File: src/rtl/alu_sequencer.sv
// Initiator side of the ALU interface: one decoded op per handshake, drives the external
// combinational ALU, registers its result, and runs MULTU as iterated shift-add through the ADD path.
module alu_sequencer #(
  parameter int MUL_CYCLES = 32
) (
  input  logic        clk,
  input  logic        rst,
  input  logic        in_valid,
  output logic        in_ready,
  input  logic [1:0]  alu_op,
  input  logic [5:0]  funct,
  input  logic [31:0] op_a,
  input  logic [31:0] op_b,
  output logic [31:0] alu_data1,
  output logic [31:0] alu_data2,
  output logic [3:0]  alu_ctrl,
  input  logic [31:0] alu_result,
  input  logic        alu_zero,
  output logic        res_valid,
  input  logic        res_ready,
  output logic [31:0] res_lo,
  output logic [31:0] res_hi,
  output logic        res_zero,
  output logic        illegal
);

  localparam int              CNT_W    = $clog2(MUL_CYCLES);
  localparam logic [CNT_W-1:0] CNT_LAST = CNT_W'(MUL_CYCLES - 1);

  localparam logic [3:0] CTRL_AND = 4'b0000;
  localparam logic [3:0] CTRL_OR  = 4'b0001;
  localparam logic [3:0] CTRL_ADD = 4'b0010;
  localparam logic [3:0] CTRL_SUB = 4'b0110;
  localparam logic [3:0] CTRL_SLT = 4'b0111;
  localparam logic [3:0] CTRL_NOR = 4'b1100;
  localparam logic [3:0] CTRL_BAD = 4'b1111;

  typedef enum logic [1:0] {IDLE, EXEC, MUL, DONE} state_t;

  typedef struct packed {
    logic       mul;
    logic       ill;
    logic [3:0] ctrl;
  } dec_t;

  function automatic dec_t decode(input logic [1:0] op, input logic [5:0] fn);
    dec_t d;
    d = '{mul: 1'b0, ill: 1'b0, ctrl: CTRL_BAD};
    case (op)
      2'b00: d.ctrl = CTRL_ADD;
      2'b01: d.ctrl = CTRL_SUB;
      2'b10: begin
        case (fn)
          6'b100000: d.ctrl = CTRL_ADD;
          6'b100010: d.ctrl = CTRL_SUB;
          6'b100100: d.ctrl = CTRL_AND;
          6'b100101: d.ctrl = CTRL_OR;
          6'b100111: d.ctrl = CTRL_NOR;
          6'b101010: d.ctrl = CTRL_SLT;
          6'b011001: begin d.mul = 1'b1; d.ctrl = CTRL_ADD; end
          default:   d.ill = 1'b1;
        endcase
      end
      default: d.ill = 1'b1;
    endcase
    return d;
  endfunction

  state_t           state, state_nxt;
  dec_t             dec;
  logic [31:0]      mcand, mplr;
  logic [CNT_W-1:0] cnt;
  logic             ill_q;
  logic             carry;
  logic [31:0]      acc_nxt, mplr_nxt;

  assign dec = decode(alu_op, funct);

  // One shift-add step: alu_data1 holds the running high word, the ALU adds the partial product.
  always_comb begin
    carry    = (alu_result < alu_data1);
    acc_nxt  = {carry, alu_result[31:1]};
    mplr_nxt = {alu_result[0], mplr[31:1]};
  end

  always_ff @(posedge clk) begin
    if (rst) state <= IDLE;
    else     state <= state_nxt;
  end

  always_comb begin
    state_nxt = state;
    case (state)
      IDLE:    if (in_valid) state_nxt = dec.mul ? MUL : EXEC;
      EXEC:    state_nxt = DONE;
      MUL:     if (cnt == CNT_LAST) state_nxt = DONE;
      DONE:    if (res_ready) state_nxt = IDLE;
      default: state_nxt = IDLE;
    endcase
  end

  always_comb begin
    in_ready  = (state == IDLE);
    res_valid = (state == DONE);
  end

  always_ff @(posedge clk) begin
    if (rst) begin
      alu_data1 <= '0;
      alu_data2 <= '0;
      alu_ctrl  <= CTRL_BAD;
      res_lo    <= '0;
      res_hi    <= '0;
      res_zero  <= 1'b0;
      illegal   <= 1'b0;
      ill_q     <= 1'b0;
      mcand     <= '0;
      mplr      <= '0;
      cnt       <= '0;
    end else begin
      case (state)
        IDLE: begin
          if (in_valid) begin
            ill_q <= dec.ill;
            mcand <= op_a;
            mplr  <= op_b;
            cnt   <= '0;
            if (dec.mul) begin
              alu_data1 <= '0;
              alu_data2 <= op_b[0] ? op_a : '0;
              alu_ctrl  <= CTRL_ADD;
            end else begin
              alu_data1 <= op_a;
              alu_data2 <= op_b;
              alu_ctrl  <= dec.ctrl;
            end
          end
        end
        EXEC: begin
          // Unsupported ops report a clean zero regardless of what the ALU returns.
          res_lo   <= ill_q ? '0 : alu_result;
          res_hi   <= '0;
          res_zero <= ill_q ? 1'b1 : alu_zero;
          illegal  <= ill_q;
        end
        MUL: begin
          alu_data1 <= acc_nxt;
          alu_data2 <= mplr_nxt[0] ? mcand : '0;
          mplr      <= mplr_nxt;
          cnt       <= cnt + 1'b1;
          if (cnt == CNT_LAST) begin
            res_hi   <= acc_nxt;
            res_lo   <= mplr_nxt;
            res_zero <= ({acc_nxt, mplr_nxt} == 64'd0);
            illegal  <= 1'b0;
          end
        end
        default: ;
      endcase
    end
  end

endmodule

File: config.mk
export PLATFORM = sky130hd
export DESIGN_NAME = alu_sequencer
export DESIGN_NICKNAME = d
export VERILOG_FILES = /design/src/rtl/alu_sequencer.sv
export SDC_FILE = /design/constraint.sdc
export NUM_CORES = 1
export LEC_CHECK = 0
export CORE_ASPECT_RATIO = 1.75
export CORE_UTILIZATION = 45
export DETAILED_ROUTE_END_ITERATION = 10
export GPL_ROUTABILITY_DRIVEN = 0
export GPL_TIMING_DRIVEN = 0
export PLACE_DENSITY = 0.77
export SYNTH_ARGS = -nofsm -noshare
export SYNTH_HDL_FRONTEND = slang
export SYNTH_SLANG_ARGS = --single-unit
File: constraint.sdc
create_clock -name clk -period 2 [get_ports clk]
set_input_delay 0.3 -clock clk [delete_from_list [all_inputs] [get_ports clk]]
set_output_delay 0.3 -clock clk [all_outputs]
set_load 0.005 [all_outputs]
==> qor.yml, run 1 <==
status: "finished with violations"
violations: "setup timing"
ys_ff_latch: 205
num_rows: 70
routed_wl_um: 36900
root_buffer: "clkbuf_16"
ir_worst_vdd_mv: 0.689
fmax_ghz: 0.470
grt_pass1_vias: 10300
antenna_found_initial: 2
io_pins: 245
die_h_um: 196
ys_seq_area_share_pct: 42.5
synthArstFlopShare_pct: 0
period_share_pct: 106
initial_utilization_pct: 46.1
finalHoldWorstSlack_ns: 0.252
pre_cts_ws_ns: -1.02
p_per_area_nw_per_um2: 1530
avgSynthCellArea_um2: 8.00
fin_crit_ns: 2.13
synth_edf_count: 0
end_kind: "register"
routed-via-count: 10700
cap_viol_max_count: 0
fill_cells: 1744
drt-vias-per-instance: 6.15
hold_violations: 0
setup_viol: 2
drt_iter0_markers: 838
cp_max_fo: 4
slew_headroom_pct: 47.5
setup_slack_ns: -0.130
p_total_mw: 20.9
wl_per_cell_um: 21.2
dr.pass1.iters: 7
netlist_instances: 1206
grt.total_usage_pct: 32.3
die_w_um: 113
crit_type: "register to register"
cp.required_ns: 2.46
fin_worst_skew_ns: 0.0175
htree_levels: 1
synth.cell_area_um2: 9650
hold_buffers: 0
drive_gt1_share_pct: 10.2
grt_pass1_wl_um: 55400
cts_num_sinks: 205
yosysWarnings: 0
cp.arrival_ns: 2.59
synth_fp_nets: 1351
clock_path_buffers: 3
numCtsBuffers: 19
portBuffers: 243
nets: 1624
yosysUniqueCellTypes: 54
synth_top_flop_cell: "dfxtp_1"
grt_max_degree: 17
maxSlewViolCount: 0
cp-start-kind: "register"
clock_latency_ns: 0.51
clk_pin_slew_worst_paths_ns: 0.07
cts_tree: "done"
core-area_um2: 20900
overflow: 0
leakagePower_nw: 5.01
hpwl_um: 28000
worst_pin_slew_ns: 0.787
area.growth.synth_to_final_pct: 41.5
antenna_left: 0
rsz0062_at_grt: "yes"
min_path_type: "input port to register"
die-area_um2: 22100
drc: 0
==> power by group <==
part | leakage [nW] | internal [mW] | switching [mW] | total, mW
Combinational | 3.01 | 4.76 | 5.94 | 10.7
Clock | 0.315 | 2.26 | 1.63 | 3.89
Sequential | 1.69 | 5.33 | 1.00 | 6.33
==> synthesized netlist by cell type (all sizes together), types with 2 or more instances <==
cell type / instances / area share, %
nand2: 207 / 8.1
a221oi: 65 / 5.9
nor4b: 2 / 0.25
nand2b: 7 / 0.45
a22oi: 3 / 0.23
o311ai: 31 / 2.8
nor2b: 33 / 2.1
nor4: 17 / 1.1
buf: 26 / 1.4
nand3b: 3 / 0.23
a31oi: 5 / 0.32
o31ai: 2 / 0.16
ha: 36 / 4.7
nor3: 65 / 3.4
inv: 38 / 1.5
o22ai: 30 / 1.9
a211oi: 34 / 2.7
nand4: 9 / 0.58
mux2i: 2 / 0.21
and4: 2 / 0.21
a311oi: 3 / 0.27
o21ai: 7 / 0.36
a32oi: 2 / 0.18
o211ai: 2 / 0.16
a21oi: 114 / 6.0
dfxtp: 205 / 43
a21o: 2 / 0.16
nand3: 36 / 1.9
clkbuf: 81 / 3.2
and4bb: 2 / 0.26
and3: 32 / 2.1
a211o: 4 / 0.36
and2: 4 / 0.26
nor2: 85 / 3.3
==> worst max-delay path: stages, from the launching register on <==
cell      delay (ns)
dfxtp_1         0.34
nor4_1          0.69
nand4_1         0.21
or4_4           0.46
a211oi_2        0.22
o41a_1          0.17
==> per-layer routing <==
| metal | routed length (um) | global-route usage, % | share of wire [%] |
|---|---|---|---|
| met5 | 0 | 0 | 0 |
| met4 | 2740 | 23.5 | 7.4 |
| met3 | 2870 | 4.54 | 7.8 |
| met2 | 18400 | 55.9 | 50 |
| met1 | 12900 | 35.9 | 35 |
==> layout by cell type (no fill, tap or decap), types with 5 or more instances in the layout <==
cell type        Yosys  final
clkbuf_16            0     20
clkbuf_2             2     26
nor4_1              17     11
and3_1              32     32
o311ai_2             0      8
nand2_1            207    206
ha_1                36     31
nand4_1              9      9
nor2_1              85     80
a31oi_1              5      5
clkdlybuf4s50_1      0    236
buf_4                1     18
nand3_1             36     36
buf_2               13      8
nor2b_1             33     32
a211oi_1            33     32
clkbuf_4             0      5
o22ai_1             30     29
nor4_2               0      5
clkbuf_1            79     44
a21oi_1            113    112
nor2_2               0      5
nand2b_1             7      7
dfxtp_1            205    201
inv_1               38     36
o21ai_0              7      6
a221oi_1            65     62
o311ai_1            11     18
clkbuf_8             0      8
nor3_1              65     64
==> metrics by stage <==
step,setup TNS (ns),instances,area [um^2],utilization (%)
5_1_grt,-0.559,1745,13700,65.2
3_5_place_dp,-66.61,1701,12400,59.2
6_report,-0.158,1745,13700,65.2
2_1_floorplan,0,1206,9650,-
4_1_cts,-0.000891,1739,13400,63.8
3_3_place_gp,-60.29,1701,12400,59.2
==> repair_timing <==
action | in CTS | in global routing
buffers inserted | 5 | 4
resized for setup | 98 | 83
gates cloned | 1 | 1
endpoints found under the setup margin | 171 | 172
pin swaps | 9 | 9
==> layout make-up <==
type | instances | area (um^2) | area share (%)
Clock buffer | 26 | 532 | 3.90
Buffer | 105 | 619 | 4.54
Multi-Input combinational cell | 856 | 5260 | 38.5
Timing Repair Buffer | 254 | 2550 | 18.7
Clock inverter | 7 | 116 | 0.852
Antenna cell | 2 | 5.00 | 0.0367
Tap cell | 252 | 315 | 2.31
Sequential cell | 205 | 4110 | 30.1
Inverter | 38 | 143 | 1.04
==> flip-flops by register name, indices dropped and copies added, names as in the netlist, 2 cells and up <==
register,flops
alu_ctrl,4
res_hi,32
state,2
cnt,5
alu_data1,32
mplr,31
alu_data2,32
res_lo,32
mcand,32
==> path summary, 6_finish.rpt <==
kind              cells past startpoint            from            to  slack [ns]
setup / recovery                      5         mplr[7]      res_zero       -0.13
setup reg to reg                      5         mplr[7]      res_zero       -0.13
hold / removal                        3  alu_result[31]    res_hi[30]        0.25
hold reg to reg                       2    alu_data2[7]  alu_data2[7]        0.45
==> cells by family after synthesis <==
logic type | after synthesis | synth area share (%)
flip-flops | 205 | 42.5
buffers and inverters | 145 | 6.03
AO/OA/AOI/OAI | 309 | 22.0
XOR/XNOR | 1 | 0.0908
adder cells (fa/ha/maj) | 36 | 4.67
multiplexers | 2 | 0.207
AND/OR/NAND/NOR | 508 | 24.5
Note: power is estimated with default switching activity, not from simulation.
==> run 2: changes to the inputs <==
Clock period 2 ns to 1.9 ns, I/O delays scaled along.
==> run 2 against run 1 <==
Compared with the run above:
- the flow still finishes with violations (setup timing)
- register-to-register slack worse by 0.05 ns
- sequential cell count unchanged
- routed wire length up 6.5%
- largest power group unchanged
- highest routed layer unchanged
==> qor.yml, run 2 (synthesized netlist as in run 1, its figures left out) <==
p_per_area_nw_per_um2: 1630  # +6.1%
dr.pass1.iters: 8  # +1
slew_headroom_pct: 41.5  # -6.1 points
min_path_type: "input port to register"
layout_common_cells: "clkdlybuf4s50_1 (221), nand2_1 (205), dfxtp_1 (187), a21oi_1 (89), nor2_1 (69)"
post_dp_cell_area_um2: 12400  # about the same
cts_num_sinks: 205  # unchanged
final_common_cell: "clkdlybuf4s50_1"
period_share_pct: 111
worst_pin_slew_ns: 0.878  # +0.0912 ns
rsz0062_at_grt: "yes"
grt_pass1_wl_um: 56500  # +2.1%
fmax_ghz: 0.474
routed-via-count: 11000  # +2.5%
nets: 1639  # +0.92%
area.growth.synth_to_final_pct: 48.3
stdcell_count: 1756  # +0.63%
numCtsBuffers: 19  # unchanged
p_switching_mw: 9.80  # +14%
wl_per_cell_um: 22.4  # +5.8%
fin_crit_ns: 2.11
routed_wl_um: 39300  # +6.5%
cp.required_ns: 2.28  # -0.18 ns
grt_pass1_vias: 10500  # +1.9%
met1_usage_pct: 35.8  # -0.11 points
finalInstanceArea_um2: 14300  # +4.8%
power_frac_clock_pct: 15.6  # -3.0 points
io_pins: 245  # unchanged
setup_slack_ns: -0.210  # -0.0802 ns
grt.total_usage_pct: 32.8  # +0.50 points
cap_viol_max_count: 0  # unchanged
cp-start-kind: "input port"
pre_cts_ws_ns: -1.08  # -0.0585 ns
num_rows: 70  # unchanged
pwr-share-seq_pct: 29.1  # -1.2 points
clock_latency_ns: 0.49  # -0.02 ns
die_h_um: 196  # unchanged
clk_pin_slew_worst_paths_ns: 0.07  # about the same
grtUsageMet2_pct: 57.6  # +1.7 points
fin_worst_skew_ns: 0.0170  # -0.000591 ns
crit_type: "input port to register"
end_kind: "register"
drc: 0  # unchanged
overflow: 0  # unchanged
drt-vias-per-instance: 6.27  # +1.8%
htree_levels: 1  # unchanged
top_usage_layer: "met2"
combPwrFrac_pct: 55.3  # +4.2 points
die-area_um2: 22100  # unchanged
dp_cells: 1701  # unchanged
setup_viol: 43  # +41
initial_utilization_pct: 46.1  # unchanged
hold_buffers: 0  # unchanged
leakagePower_nw: 5.24  # +4.5%
antenna_found_initial: 2  # unchanged
cp.arrival_ns: 2.49  # -0.10 ns
core-area_um2: 20900  # unchanged
grt_max_degree: 16  # -1
drt_iter0_markers: 895  # +6.8%
p_int_mw: 13.5  # +9.1%
status: "finished with violations"
grt_use_met3_pct: 5.16  # +0.62 points
maxSlewViolCount: 0  # unchanged
cp_max_fo: 5  # +1
clock_path_buffers: 3  # unchanged
antenna_left: 0  # unchanged
hold_violations: 0  # unchanged
portBuffers: 243  # unchanged
hpwl_um: 28100  # +0.16%
drive_gt1_share_pct: 18.0  # +7.8 points
ir_worst_vdd_mv: 0.793  # +15%
die_w_um: 113  # unchanged
root_buffer: "clkbuf_16"
utilization_pct: 68.4  # +3.1 points
cts_tree: "done"
power.share.switching_pct: 42.1  # +1.1 points
violations: "setup timing"
==> run 2: changes by cell type in the layout (fill, tap and decap cells not counted), sizes merged <==
| cell | change |
|---|---|
| buf | +17 |
| clkdlybuf4s50 | -15 |
| dlymetal6s2s | +9 |
| dlygate4sd2 | +6 |
| clkbuf | -4 |
| bufinv | -3 |
| clkinv | +3 |
| clkinvlp | -1 |
| inv | -1 |
==> run 2: critical path, stage by stage <==
cell and delay (ns):
clkdlybuf4s50_1 0.63, ha_4 0.26, a21oi_1 0.16, o21ai_0 0.13
a221oi_1 0.33, o211ai_1 0.19, buf_4 0.18, o31ai_1 0.32
==> run 2: layout make-up <==
type / count / area [um^2]
plain buffers: 107 / 733
clock inverters: 5 / 28.8
flip-flops and latches: 205 / 4130
diodes: 2 / 5.00
multi-input cells: 856 / 5720
clock buffers: 24 / 534
fillers: 1619 / 6620
inverters: 38 / 145
well taps: 252 / 315
repair buffers: 267 / 2690
==> run 2: power by group through the flow <==
stage | logic, mW | clock network (mW) | registers (mW)
after floorplan | 5.55 | 0 | 6.43
after global placement | 9.43 | 0 | 6.61
after detailed placement | 9.62 | 0 | 6.63
after CTS | 10.9 | 3.62 | 6.59
after global routing | 13.6 | 3.79 | 6.86
final | 12.9 | 3.64 | 6.77
==> run 2: timing repair <==
| action | 4_1_cts | 5_1_grt |
|---|---|---|
| pin swaps | 16 | 46 |
| gates resized for setup | 137 | 198 |
| cloned | 1 | 5 |
| setup endpoints to repair | 172 | 168 |
| setup buffers | 10 | 8 |
==> run 2: per-layer routing <==
layer	up-vias	share of wire (%)
li1	4953	-
met1	5114	34
met2	737	50
met3	200	8.8
met4	0	7.5
met5	-	0
==> run 2: final timing paths <==
kind	slack (ns)	cells past startpoint	from	end
worst max-delay path	-0.21	8	alu_result[23]	res_hi[31]
worst min-delay path	0.21	3	alu_result[24]	res_hi[23]
worst max register to register	-0.18	8	alu_data1[23]	res_hi[31]
worst min register to register	0.45	2	alu_data2[10]	alu_data2[10]
==> run 2: per-stage QoR <==
step / hold WS, ns / power, mW / setup TNS (ns)
final: 0.212 / 23.3 / -2.01
after global placement: 0.441 / 16.0 / -72.80
after CTS: 0.346 / 21.1 / -0.0242
after global routing: 0.219 / 24.3 / -4.43
after floorplan: 0.421 / 12.0 / -0.790
after detailed placement: 0.442 / 16.3 / -80.47
==> run 3: changes to the inputs <==
Settings changed: HOLD_SLACK_MARGIN from default to 0.05.
==> results of run 3 <==
No change in the layout: final DEF, timing and power equal those of run 2.
